**src/rtl/fwd_mux_pipe.sv**
```systemverilog
// ============================================================================
// Module   : fwd_mux_pipe
// Purpose  : N-input forwarding select mux with a registered valid/ready
//            output stage and a 2-entry skid buffer. Optional illegal-select
//            counter enabled by defining FWD_MUX_ERR_CNT_EN.
// Revision : 1.0 - initial release
// ============================================================================
`default_nettype none

module fwd_mux_pipe #(
    parameter int WIDTH  = 32,
    parameter int NUM_IN = 3,
    parameter int SEL_W  = 2,
    parameter int CNT_W  = 8
) (
    input  logic                    clk,
    input  logic                    rst,
    input  logic [NUM_IN*WIDTH-1:0] in_bus,
    input  logic [SEL_W-1:0]        sel,
    input  logic                    in_valid,
    output logic                    in_ready,
    input  logic                    flush,
    output logic [WIDTH-1:0]        out_data,
    output logic                    out_err,
    output logic                    out_valid,
    input  logic                    out_ready,
    output logic [CNT_W-1:0]        err_cnt
);

    // State encoding is {out_valid, skid_valid}; (0,1) cannot occur.
    localparam logic [1:0] EMPTY = 2'b00;
    localparam logic [1:0] ONE   = 2'b10;
    localparam logic [1:0] FULL  = 2'b11;

    logic [WIDTH-1:0] sel_data;
    logic             sel_err;
    logic [WIDTH-1:0] skid_data;
    logic             skid_err;
    logic             skid_valid;
    logic             accept;
    logic             drain;

    always_comb begin
        sel_data = '0;
        sel_err  = (int'(sel) >= NUM_IN);
        for (int k = 0; k < NUM_IN; k++) begin
            if (int'(sel) == k) begin
                sel_data = in_bus[k*WIDTH +: WIDTH];
            end
        end
    end

    // Ready depends only on registered state, so out_ready never reaches in_ready.
    assign in_ready = !skid_valid;
    assign accept   = in_valid & in_ready;
    assign drain    = out_valid & out_ready;

    always_ff @(posedge clk) begin
        if (rst) begin
            out_data   <= '0;
            out_err    <= 1'b0;
            out_valid  <= 1'b0;
            skid_data  <= '0;
            skid_err   <= 1'b0;
            skid_valid <= 1'b0;
        end else if (flush) begin
            out_valid  <= 1'b0;
            skid_valid <= 1'b0;
        end else begin
            case ({out_valid, skid_valid})
                EMPTY: begin
                    if (accept) begin
                        out_data  <= sel_data;
                        out_err   <= sel_err;
                        out_valid <= 1'b1;
                    end
                end
                ONE: begin
                    if (accept && drain) begin
                        out_data <= sel_data;
                        out_err  <= sel_err;
                    end else if (accept) begin
                        skid_data  <= sel_data;
                        skid_err   <= sel_err;
                        skid_valid <= 1'b1;
                    end else if (drain) begin
                        out_valid <= 1'b0;
                    end
                end
                FULL: begin
                    if (drain) begin
                        out_data   <= skid_data;
                        out_err    <= skid_err;
                        skid_valid <= 1'b0;
                    end
                end
                default: begin
                    out_valid  <= 1'b0;
                    skid_valid <= 1'b0;
                end
            endcase
        end
    end

`ifdef FWD_MUX_ERR_CNT_EN
    logic [CNT_W-1:0] cnt;

    // Counts at accept time, so beats later flushed are still counted.
    always_ff @(posedge clk) begin
        if (rst) begin
            cnt <= '0;
        end else if (accept && sel_err && (cnt != {CNT_W{1'b1}})) begin
            cnt <= cnt + 1'b1;
        end
    end

    assign err_cnt = cnt;
`else
    assign err_cnt = '0;
`endif

endmodule

`default_nettype wire
```
**config.mk**
```make
export PLATFORM = sky130hd
export DESIGN_NAME = fwd_mux_pipe
export DESIGN_NICKNAME = d
export VERILOG_FILES = /design/src/rtl/fwd_mux_pipe.sv
export SDC_FILE = /design/constraint.sdc
export NUM_CORES = 1
export LEC_CHECK = 0
export BUFFER_PORTS_ARGS = -buffer_cell sky130_fd_sc_hd__buf_2
export CAP_MARGIN = 0
export CORE_AREA = 3 3 99 111
export DETAILED_ROUTE_END_ITERATION = 8
export DIE_AREA = 0 0 102 114
export PLACE_DENSITY = 0.67
export SLEW_MARGIN = 20
export SYNTH_ARGS = -nofsm -noshare
export SYNTH_HDL_FRONTEND = slang
export SYNTH_SLANG_ARGS = --single-unit
export TNS_END_PERCENT = 30
```
**constraint.sdc**
```tcl
create_clock -name clk -period 2.1 [get_ports clk]
set_clock_uncertainty 0.15 [all_clocks]
set_input_delay 0.42 -clock clk [delete_from_list [all_inputs] [get_ports clk]]
set_output_delay 0.42 -clock clk [all_outputs]
set_load 0.05 [all_outputs]
```
## After elaboration in Yosys (flattened, before gate mapping)

Index checks and enable logic that the tools add are counted.

| storage, ports and cells | value |
|---|---|
| output and inout bits | 43 |
| register bits | 68 |

| operators by class | value |
|---|---|
| muxes and demuxes | 18 |
| order comparisons | 1 |
| reduce and logical (&&, ||, !) cells | 10 |
| bitwise operators | 6 |
| equality and inequality tests | 11 |

Operator list:

| operator | number |
|---|---|
| two-way mux 32 bit | 6 |
| one-hot mux 32 bit (3 select lines) | 1 |
| inequality test 2 bit (second input constant) | 7 |
| AND reduction 5 bit | 2 |
| one-hot mux 1 bit (3 select lines) | 3 |
| == test 2 bit (second input constant) | 4 |
| two-way mux 1 bit | 8 |
| AND reduction 4 bit | 2 |
| logical NOT 2 bit | 2 |
| inverter 1 bit | 4 |
| nonzero test 3 bit | 1 |
| AND 1 bit | 2 |
| greater-or-equal comparator 2 bit (second input constant) | 1 |
| OR reduction 2 bit | 1 |
| logical AND 1 bit | 1 |
| logical NOT 1 bit | 1 |

## Depth between registers and ports, before layout

Gate-level depths: netlist of run 1.

| logic depth | value |
|---|---|
| word-level depth | 6 |
| mapped depth | 6 |
| gate-level depth less buffers | 3 |

## Least setup slack after synthesis of run 1

No wires, ideal clock.

| timing | value |
|---|---|
| path kind | reg2reg |
| start point | register out_valid |
| end point | register skid_data[2] |
| path slack | 0.231 ns |
| clock period less this slack | 1.869 ns |
| stages on the path, launching flop included | 7 |
| arrival time | 1.583 ns |
| cells stage by stage | dfxtp_1 > buf_4 > nand2b_1 > buf_2 > nor3_2 > buf_4 > a211oi_1 |

| between the ends | value |
|---|---|
| word-level cells in the longest chain between the ends | 4 |
| elaborated cells on any way between the ends | 5 |

RTL lines:

| what | RTL line | RTL |
|---|---|---|
| start, declared | 25 | `output logic out_valid,` |
| start signal, assigned | 62 | `out_valid <= 1'b0;` |
| start signal, assigned | 67 | `out_valid <= 1'b0;` |
| start signal, assigned | 75 | `out_valid <= 1'b1;` |
| AND 1 bit | 56 | `assign drain = out_valid & out_ready;` |
| logical AND 1 bit | 79 | `if (accept && drain) begin` |
| inverter 1 bit (no line) | n/a |  |
| AND reduction 4 bit (no line) * | n/a |  |
| end signal, assigned | 83 | `skid_data <= sel_data;` |
| end, declared | 37 | `logic [WIDTH-1:0] skid_data;` |

Mark *: on every way between the ends. The rest lies on a longest branch, timed or not.
A chain may end at the register's enable or synchronous reset.

## Worst setup path in the final report of run 1

| timing | value |
|---|---|
| start point | register out_valid |
| end point | output out_valid |

No word-level cell between the ends.

==> impl_table.tex, run 1 <==
\begin{tabular}{lr}
\hline
Metric & Value \\
\hline
\multicolumn{2}{l}{\textbf{Layout}} \\
Net count of the finished layout & 640 \\
Synthesis-to-finish area growth & 25.9\% \\
Number of antenna repair diodes & 0 \\
Share of layout cells above drive strength 1 & 0.415 \\
\multicolumn{2}{l}{\textbf{Logic synthesis}} \\
Share of Yosys cell area claimed by the top area cell type & 0.337 \\
Netlist cell types & 39 \\
Dominant register cell in the synthesized netlist & sky130\_fd\_sc\_hd\_\_dfxtp\_1 \\
Area contributors post-synth & sky130\_fd\_sc\_hd\_\_dfxtp\_1 34\%, sky130\_fd\_sc\_hd\_\_a22oi\_1 6.0\%, sky130\_fd\_sc\_hd\_\_mux2\_1 5.9\% \\
Number of synthesis warnings & 0 \\
Cell area after synthesis & 0.00404 mm2 \\
Fraction of registers with async set/reset & 0 \\
Count of state elements after synthesis & 68 \\
EDFF count, synth & 0 \\
Mapped Cells & 420 \\
Mapped Avg Cell Area & 9.61 um2 \\
Proportion of synthesized chip area in sequential cells & 0.337 \\
Largest area contributor in the synthesized netlist & sky130\_fd\_sc\_hd\_\_dfxtp\_1 \\
\multicolumn{2}{l}{\textbf{Timing}} \\
Final setup TNS & 0 ps \\
Final Slew Violations & 0 \\
Tmin final & 1990 ps \\
Hold Fails Final Rpt & 0 \\
Max-slew headroom & 0.661 \\
Crit path setup slack, layout & 109 ps \\
Highest clock rate & 0.502 GHz \\
Unrepaired setup endpoints after global routing & no \\
Share of the cycle needed by the critical path after routing & 0.948 \\
Total setup violations reported at the end of the flow & 0 \\
Transition at the pin with the smallest max-transition slack & 508 ps \\
\multicolumn{2}{l}{\textbf{CTS}} \\
Clk root buf & sky130\_fd\_sc\_hd\_\_clkbuf\_8 \\
Maximum level of the CTS H-tree & 3 \\
Sink count of the clock tree & 68 \\
Postcts setup bufs & 0 \\
TritonCTS Buffers & 9 \\
Resized Gates After CTS & 0 \\
Clock network latency to the later pin of the worst-skew pair & 350 ps \\
Count of hold-fix buffers inserted at cts & 0 \\
Post-CTS clock slew at the launch and capture registers of the worst setup and hold paths & 80 ps \\
Clock tree from TritonCTS & yes \\
Number of buffers on the longest clock path & 2 \\
\multicolumn{2}{l}{\textbf{Global route}} \\
Global Route Usage Sum & 0.211 \\
Largest net degree at the start of global routing & 69 \\
Global-route wire length before repair & 19.3 mm \\
Initial antenna violation count & 0 \\
Overall overflow remaining after global route & 0 \\
Via count of the first global-routing pass & 3908 \\
\multicolumn{2}{l}{\textbf{Placed design}} \\
Total half-perimeter wirelength after legalization and detailed placement & 8.54 mm \\
Final weighted congestion of routability-driven global placement & 0.786 \\
I/O Buffers & 137 \\
Pre-CTS worst setup slack & 161 ps \\
\multicolumn{2}{l}{\textbf{Critical path}} \\
Worst Path Arrival & 1420 ps \\
Kind of end point of the critical path & output pin \\
Startpoint-to-endpoint class of the critical path & reg2out \\
Startpoint class of the critical path & flop \\
Crit-path max FO & 21 \\
Worst-path cell with the longest stage delay & sky130\_fd\_sc\_hd\_\_dfxtp\_1 \\
Delay of the slowest cell on the worst path & 470 ps \\
CP Data Required Time & 1530 ps \\
Ordered list of cells on the worst path & buf\_4, buf\_2 \\
\multicolumn{2}{l}{\textbf{Detailed routing}} \\
Via Count & 4066 \\
Mean number of vias per cell & 6.14 \\
Post-detailed-route count of antenna-violating nets & 0 \\
Number of DRC markers after the initial detailed-route iteration & 225 \\
Residual DRC & 0 \\
Pre-antenna DRT Iters & 5 \\
Routed WL per cell & 19.1 um \\
Total wire length & 12.6 mm \\
\multicolumn{2}{l}{\textbf{Hold path}} \\
Type of the worst min-delay path & in2reg \\
\multicolumn{2}{l}{\textbf{Floorplan}} \\
Area inside the core boundary & 0.00989 mm2 \\
Die width & 102 um \\
Top-level I/O count & 146 \\
Initial core utilization & 0.408 \\
Die Ht & 114 um \\
Total die area & 0.0116 mm2 \\
Site row count & 38 \\
\multicolumn{2}{l}{\textbf{Power and ir drop}} \\
Leakage power of the design & 2.14 nW \\
Worst vdd ir & 0.360 mV \\
Power Dens Cells & 679 mW/mm2 \\
\multicolumn{2}{l}{\textbf{Job}} \\
Count of max-cap constraint violations & 0 \\
\multicolumn{2}{l}{\textbf{Run status}} \\
Run status & finished, final reports clean \\
\hline
\end{tabular}
==> final cells by class <==
class                           count  area, um2
Fill cell                         927       4810
Multi-Input combinational cell    290       2340
Sequential cell                    68       1360
Timing Repair Buffer              163        943
Tap cell                          120        150
Clock inverter                      7        146
Clock buffer                        9        124
Inverter                            5       18.8
==> layer usage <==
layer	up-vias	GRT usage	share of wire
met5	-	0	0
met4	0	0.0717	0.021
met3	20	0.0373	0.070
met2	170	0.372	0.52
met1	1982	0.255	0.39
li1	1894	-	-
==> cell families (layout without fill, tap and decap cells) <==
| family | after synthesis | in the layout | synth area share |
|---|---|---|---|
| buf+inv | 69 | 184 | 0.0946 |
| mux | 32 | 32 | 0.0893 |
| other cells | 1 | 8 | 0.000929 |
| simple gates | 89 | 89 | 0.138 |
| flops | 68 | 68 | 0.337 |
| compound gates | 161 | 161 | 0.340 |
==> power breakdown <==
group	switching, mW	leakage, nW	total [mW]	internal (mW)
Sequential	0.0215	0.551	1.35	1.33
Clock	0.531	0.134	1.45	0.919
Combinational	0.413	1.45	0.653	0.240
==> cells in the mapped netlist, types with 2 or more instances <==
master and n:
sky130_fd_sc_hd__o41ai_1 2, sky130_fd_sc_hd__buf_2 14, sky130_fd_sc_hd__nand4_1 22, sky130_fd_sc_hd__inv_2 2, sky130_fd_sc_hd__nand2b_1 3, sky130_fd_sc_hd__mux2_1 21
sky130_fd_sc_hd__a22oi_1 32, sky130_fd_sc_hd__a21oi_1 33, sky130_fd_sc_hd__a211oi_2 9, sky130_fd_sc_hd__a221oi_2 8, sky130_fd_sc_hd__buf_6 5, sky130_fd_sc_hd__clkbuf_1 27
sky130_fd_sc_hd__a221oi_1 4, sky130_fd_sc_hd__dfxtp_1 68, sky130_fd_sc_hd__o41ai_2 10, sky130_fd_sc_hd__and4b_1 20, sky130_fd_sc_hd__nand2_1 22, sky130_fd_sc_hd__nor2_1 12
sky130_fd_sc_hd__buf_4 18, sky130_fd_sc_hd__o21ai_1 2, sky130_fd_sc_hd__nor3_1 2, sky130_fd_sc_hd__o311ai_0 2, sky130_fd_sc_hd__o311ai_1 10, sky130_fd_sc_hd__o221ai_1 20
sky130_fd_sc_hd__mux2_2 11, sky130_fd_sc_hd__nor2b_1 3, sky130_fd_sc_hd__inv_1 3, sky130_fd_sc_hd__a211oi_1 24
==> final timing paths <==
path	from	end	slack [ps]	cells past startpoint
worst min-delay path	flush	skid_valid	220	2
worst max register to register	out_valid	out_data[1]	310	3
worst min register to register	skid_err	out_err	350	2
worst max-delay path	out_valid	out_valid	110	2
==> sequential cells by signal, summed over array words and instances (netlist names) <==
| signal | count |
|---|---|
| out_data | 32 |
| out_err | 1 |
| out_valid | 1 |
| skid_data | 32 |
| skid_err | 1 |
| skid_valid | 1 |
==> worst max-delay path: cells and delay by family, from the launching register on <==
kind     cells  cell delay, ps
buf+inv      2             590
flops        1             470
==> stage by stage <==
stage / hold slack (ps) / area [um2] / std cells / util / total power, mW
finish: 222 / 5080 / 662 / 0.514 / 3.45
global route: 218 / 5080 / 662 / 0.514 / 3.58
detailed placement: 332 / 4810 / 646 / 0.486 / 2.03
floorplan: 299 / 4060 / 427 / - / 1.82
CTS: 204 / 5080 / 662 / 0.514 / 3.48
global placement: 315 / 4810 / 646 / 0.486 / 2.02
==> cells in the final DEF, fill, tap and decap left out, types with 3 or more instances in the layout <==
| cell type | count |
|---|---|
| sky130_fd_sc_hd__buf_2 | 137 |
| sky130_fd_sc_hd__dfxtp_1 | 68 |
| sky130_fd_sc_hd__a21oi_1 | 33 |
| sky130_fd_sc_hd__a22oi_1 | 32 |
| sky130_fd_sc_hd__a211oi_1 | 24 |
| sky130_fd_sc_hd__nand2_1 | 22 |
| sky130_fd_sc_hd__nand4_1 | 22 |
| sky130_fd_sc_hd__mux2_1 | 21 |
| sky130_fd_sc_hd__buf_4 | 21 |
| sky130_fd_sc_hd__and4b_1 | 20 |
| sky130_fd_sc_hd__o221ai_1 | 20 |
| sky130_fd_sc_hd__nor2_1 | 12 |
| sky130_fd_sc_hd__mux2_2 | 11 |
| sky130_fd_sc_hd__o311ai_1 | 10 |
| sky130_fd_sc_hd__o41ai_2 | 10 |
| sky130_fd_sc_hd__a211oi_2 | 9 |
| sky130_fd_sc_hd__clkbuf_8 | 9 |
| sky130_fd_sc_hd__a221oi_2 | 8 |
| sky130_fd_sc_hd__conb_1 | 8 |
| sky130_fd_sc_hd__buf_12 | 5 |
| sky130_fd_sc_hd__a221oi_1 | 4 |
| sky130_fd_sc_hd__bufinv_16 | 4 |
| sky130_fd_sc_hd__nand2b_1 | 3 |
(Power assumes the default switching activity.)
==> run 2, diff against run 1 <==
--- a/config.mk
+++ b/config.mk
@@ -8,6 +8,7 @@
 export BUFFER_PORTS_ARGS = -buffer_cell sky130_fd_sc_hd__buf_2
 export CAP_MARGIN = 0
 export CORE_AREA = 3 3 99 111
+export CTS_BUF_LIST = sky130_fd_sc_hd__clkbuf_4
 export DETAILED_ROUTE_END_ITERATION = 8
 export DIE_AREA = 0 0 102 114
 export PLACE_DENSITY = 0.67
==> impl_table.tex, run 2 (synthesis results as in run 1) <==
\begin{tabular}{lr}
\hline
Metric & Value \\
\hline
\multicolumn{2}{l}{\textbf{Floorplan}} \\
Site row count & 38 (unchanged) \\
Die width & 102 um (unchanged) \\
Area inside the core boundary & 0.00989 mm2 (unchanged) \\
Initial core utilization & 0.408 (unchanged) \\
Top-level I/O count & 146 (unchanged) \\
Total die area & 0.0116 mm2 (unchanged) \\
Die Ht & 114 um (unchanged) \\
\multicolumn{2}{l}{\textbf{CTS}} \\
Sink count of the clock tree & 68 (unchanged) \\
Number of buffers on the longest clock path & 2 (unchanged) \\
Clock tree from TritonCTS & yes \\
Clk root buf & sky130\_fd\_sc\_hd\_\_clkbuf\_4 \\
Resized Gates After CTS & 0 (unchanged) \\
Postcts setup bufs & 0 (unchanged) \\
Count of hold-fix buffers inserted at cts & 0 (unchanged) \\
Maximum level of the CTS H-tree & 3 (unchanged) \\
Clock network latency to the later pin of the worst-skew pair & 430 ps (+80 ps) \\
Post-CTS clock slew at the launch and capture registers of the worst setup and hold paths & 120 ps (+40 ps) \\
TritonCTS Buffers & 9 (unchanged) \\
\multicolumn{2}{l}{\textbf{Power and ir drop}} \\
Worst vdd ir & 0.322 mV (-11\%) \\
Power Dens Cells & 646 mW/mm2 (-4.9\%) \\
Leakage power of the design & 2.12 nW (-1.0\%) \\
\multicolumn{2}{l}{\textbf{Global route}} \\
Initial antenna violation count & 0 (unchanged) \\
Via count of the first global-routing pass & 3914 (+0.15\%) \\
Global-route wire length before repair & 19.3 mm (-0.28\%) \\
Largest net degree at the start of global routing & 69 (unchanged) \\
Global Route Usage Sum & 0.210 (-0.000755) \\
Overall overflow remaining after global route & 0 (unchanged) \\
\multicolumn{2}{l}{\textbf{Detailed routing}} \\
Post-detailed-route count of antenna-violating nets & 0 (unchanged) \\
Number of DRC markers after the initial detailed-route iteration & 272 (+21\%) \\
Total wire length & 12.6 mm (about the same) \\
Via Count & 4076 (+0.25\%) \\
Mean number of vias per cell & 6.16 (+0.25\%) \\
Routed WL per cell & 19.1 um (about the same) \\
Pre-antenna DRT Iters & 5 (unchanged) \\
Residual DRC & 0 (unchanged) \\
\multicolumn{2}{l}{\textbf{Layout}} \\
Number of fill cells in the layout & 934 (+0.76\%) \\
Commonest non-fill, non-tap cell in the layout & sky130\_fd\_sc\_hd\_\_buf\_2 \\
Multi-input gate area & 0.00234 mm2 (unchanged) \\
Synthesis-to-finish area growth & 24.6\% \\
Storage cell area & 0.00136 mm2 (+0.18\%) \\
Final core utilization & 0.508 (-0.00544) \\
Share of layout cells above drive strength 1 & 0.419 (+0.00369) \\
Number of antenna repair diodes & 0 (unchanged) \\
Top Registers & out\_data x32, skid\_data x32 \\
Net count of the finished layout & 640 (unchanged) \\
Post-route non-filler standard cell count & 662 (unchanged) \\
Most frequent cells in the layout & 137 x sky130\_fd\_sc\_hd\_\_buf\_2, 66 x sky130\_fd\_sc\_hd\_\_dfxtp\_1, 33 x sky130\_fd\_sc\_hd\_\_a21oi\_1, 32 x sky130\_fd\_sc\_hd\_\_a22oi\_1, 24 x sky130\_fd\_sc\_hd\_\_a211oi\_1 \\
\multicolumn{2}{l}{\textbf{Critical path}} \\
Ordered list of cells on the worst path & buf\_4, buf\_2 \\
Cell family with the largest share of critical-path delay & buffers and inverters \\
Worst-path cell with the longest stage delay & sky130\_fd\_sc\_hd\_\_dfxtp\_2 \\
Crit-path max FO & 21 (unchanged) \\
CP Data Required Time & 1530 ps (about the same) \\
Startpoint class of the critical path & flop \\
Worst Path Arrival & 1420 ps (about the same) \\
Reg2reg end & out\_data[1] \\
Reg2Reg Setup Slack & 360 ps (+50 ps) \\
Stages on worst setup path & 2 (unchanged) \\
Delay of the slowest cell on the worst path & 430 ps (-40 ps) \\
Kind of end point of the critical path & output pin \\
Cells on worst reg2reg path & 3 (unchanged) \\
Number of buffer and inverter stages on the critical path & 2 (unchanged) \\
Startpoint-to-endpoint class of the critical path & reg2out \\
Timing startpoint of the critical path & out\_valid \\
Critical register-to-register path startpoint & out\_valid \\
Worst setup endpoint & out\_valid \\
\multicolumn{2}{l}{\textbf{Timing}} \\
Final setup TNS & 0 ps (unchanged) \\
Total setup violations reported at the end of the flow & 0 (unchanged) \\
Unrepaired setup endpoints after global routing & no \\
Min Hold Slack & 137 ps (-84.9 ps) \\
Share of the cycle needed by the critical path after routing & 0.946 (-0.00199) \\
Crit path setup slack, layout & 113 ps (+4.17 ps) \\
Final Slew Violations & 0 (unchanged) \\
Transition at the pin with the smallest max-transition slack & 505 ps (-3.13 ps) \\
Tmin final & 1990 ps (-4.17 ps) \\
Highest clock rate & 0.503 GHz (+0.21\%) \\
Hold Fails Final Rpt & 0 (unchanged) \\
Max-slew headroom & 0.663 (+0.00209) \\
\multicolumn{2}{l}{\textbf{Placed design}} \\
Inst Count DP & 646 (unchanged) \\
Final weighted congestion of routability-driven global placement & 0.786 (unchanged) \\
Total half-perimeter wirelength after legalization and detailed placement & 8.54 mm (unchanged) \\
I/O Buffers & 137 (unchanged) \\
Pre-CTS worst setup slack & 161 ps (unchanged) \\
\multicolumn{2}{l}{\textbf{Hold path}} \\
Number of stages on the worst hold path & 2 (unchanged) \\
Type of the worst min-delay path & in2reg \\
\multicolumn{2}{l}{\textbf{Job}} \\
Count of max-cap constraint violations & 0 (unchanged) \\
\multicolumn{2}{l}{\textbf{Run status}} \\
Run status & finished, final reports clean \\
\hline
\end{tabular}
## run 2: changes by cell type in the layout (fill, tap and decap cells not counted)
cell,previous run,this run
sky130_fd_sc_hd__clkbuf_8,9,0
sky130_fd_sc_hd__dfxtp_2,0,2
sky130_fd_sc_hd__dfxtp_1,68,66
sky130_fd_sc_hd__clkbuf_4,0,9
## run 2: power by group
group	internal (mW)	switching, mW	total (mW)
clock	0.732	0.512	1.24
combinational	0.240	0.413	0.653
sequential	1.33	0.0217	1.35
## run 2: worst min path at each step
stage	start	to	slack, ps
CTS	flush	skid_valid	110
detailed placement	skid_err	skid_err	330
finish	flush	skid_valid	140
global route	flush	skid_valid	110
floorplan	skid_err	skid_err	300
global placement	skid_err	skid_err	310
## run 2: final cells by class
type,count,share of cell area
multi-input cells,290,0.465
flip-flops and latches,68,0.271
repair buffers,163,0.188
well taps,120,0.0299
clock inverters,7,0.0291
clock buffers,9,0.0134
inverters,5,0.00373
## run 2: routing by layer
metal  up-vias  track usage  wire length [um]
met2       180        0.373              6540
li1       1906            -                 -
met4         0       0.0612               242
met5         -            0                 0
met3        19       0.0428               912
met1      1971        0.253              4940
## run 2: per-stage QoR
| stage | power, mW | cell area (um2) |
|---|---|---|
| 2_1_floorplan | 1.82 | 4060 |
| 3_3_place_gp | 2.02 | 4810 |
| 3_5_place_dp | 2.03 | 4810 |
| 4_1_cts | 3.27 | 5020 |
| 5_1_grt | 3.37 | 5030 |
| 6_report | 3.25 | 5030 |
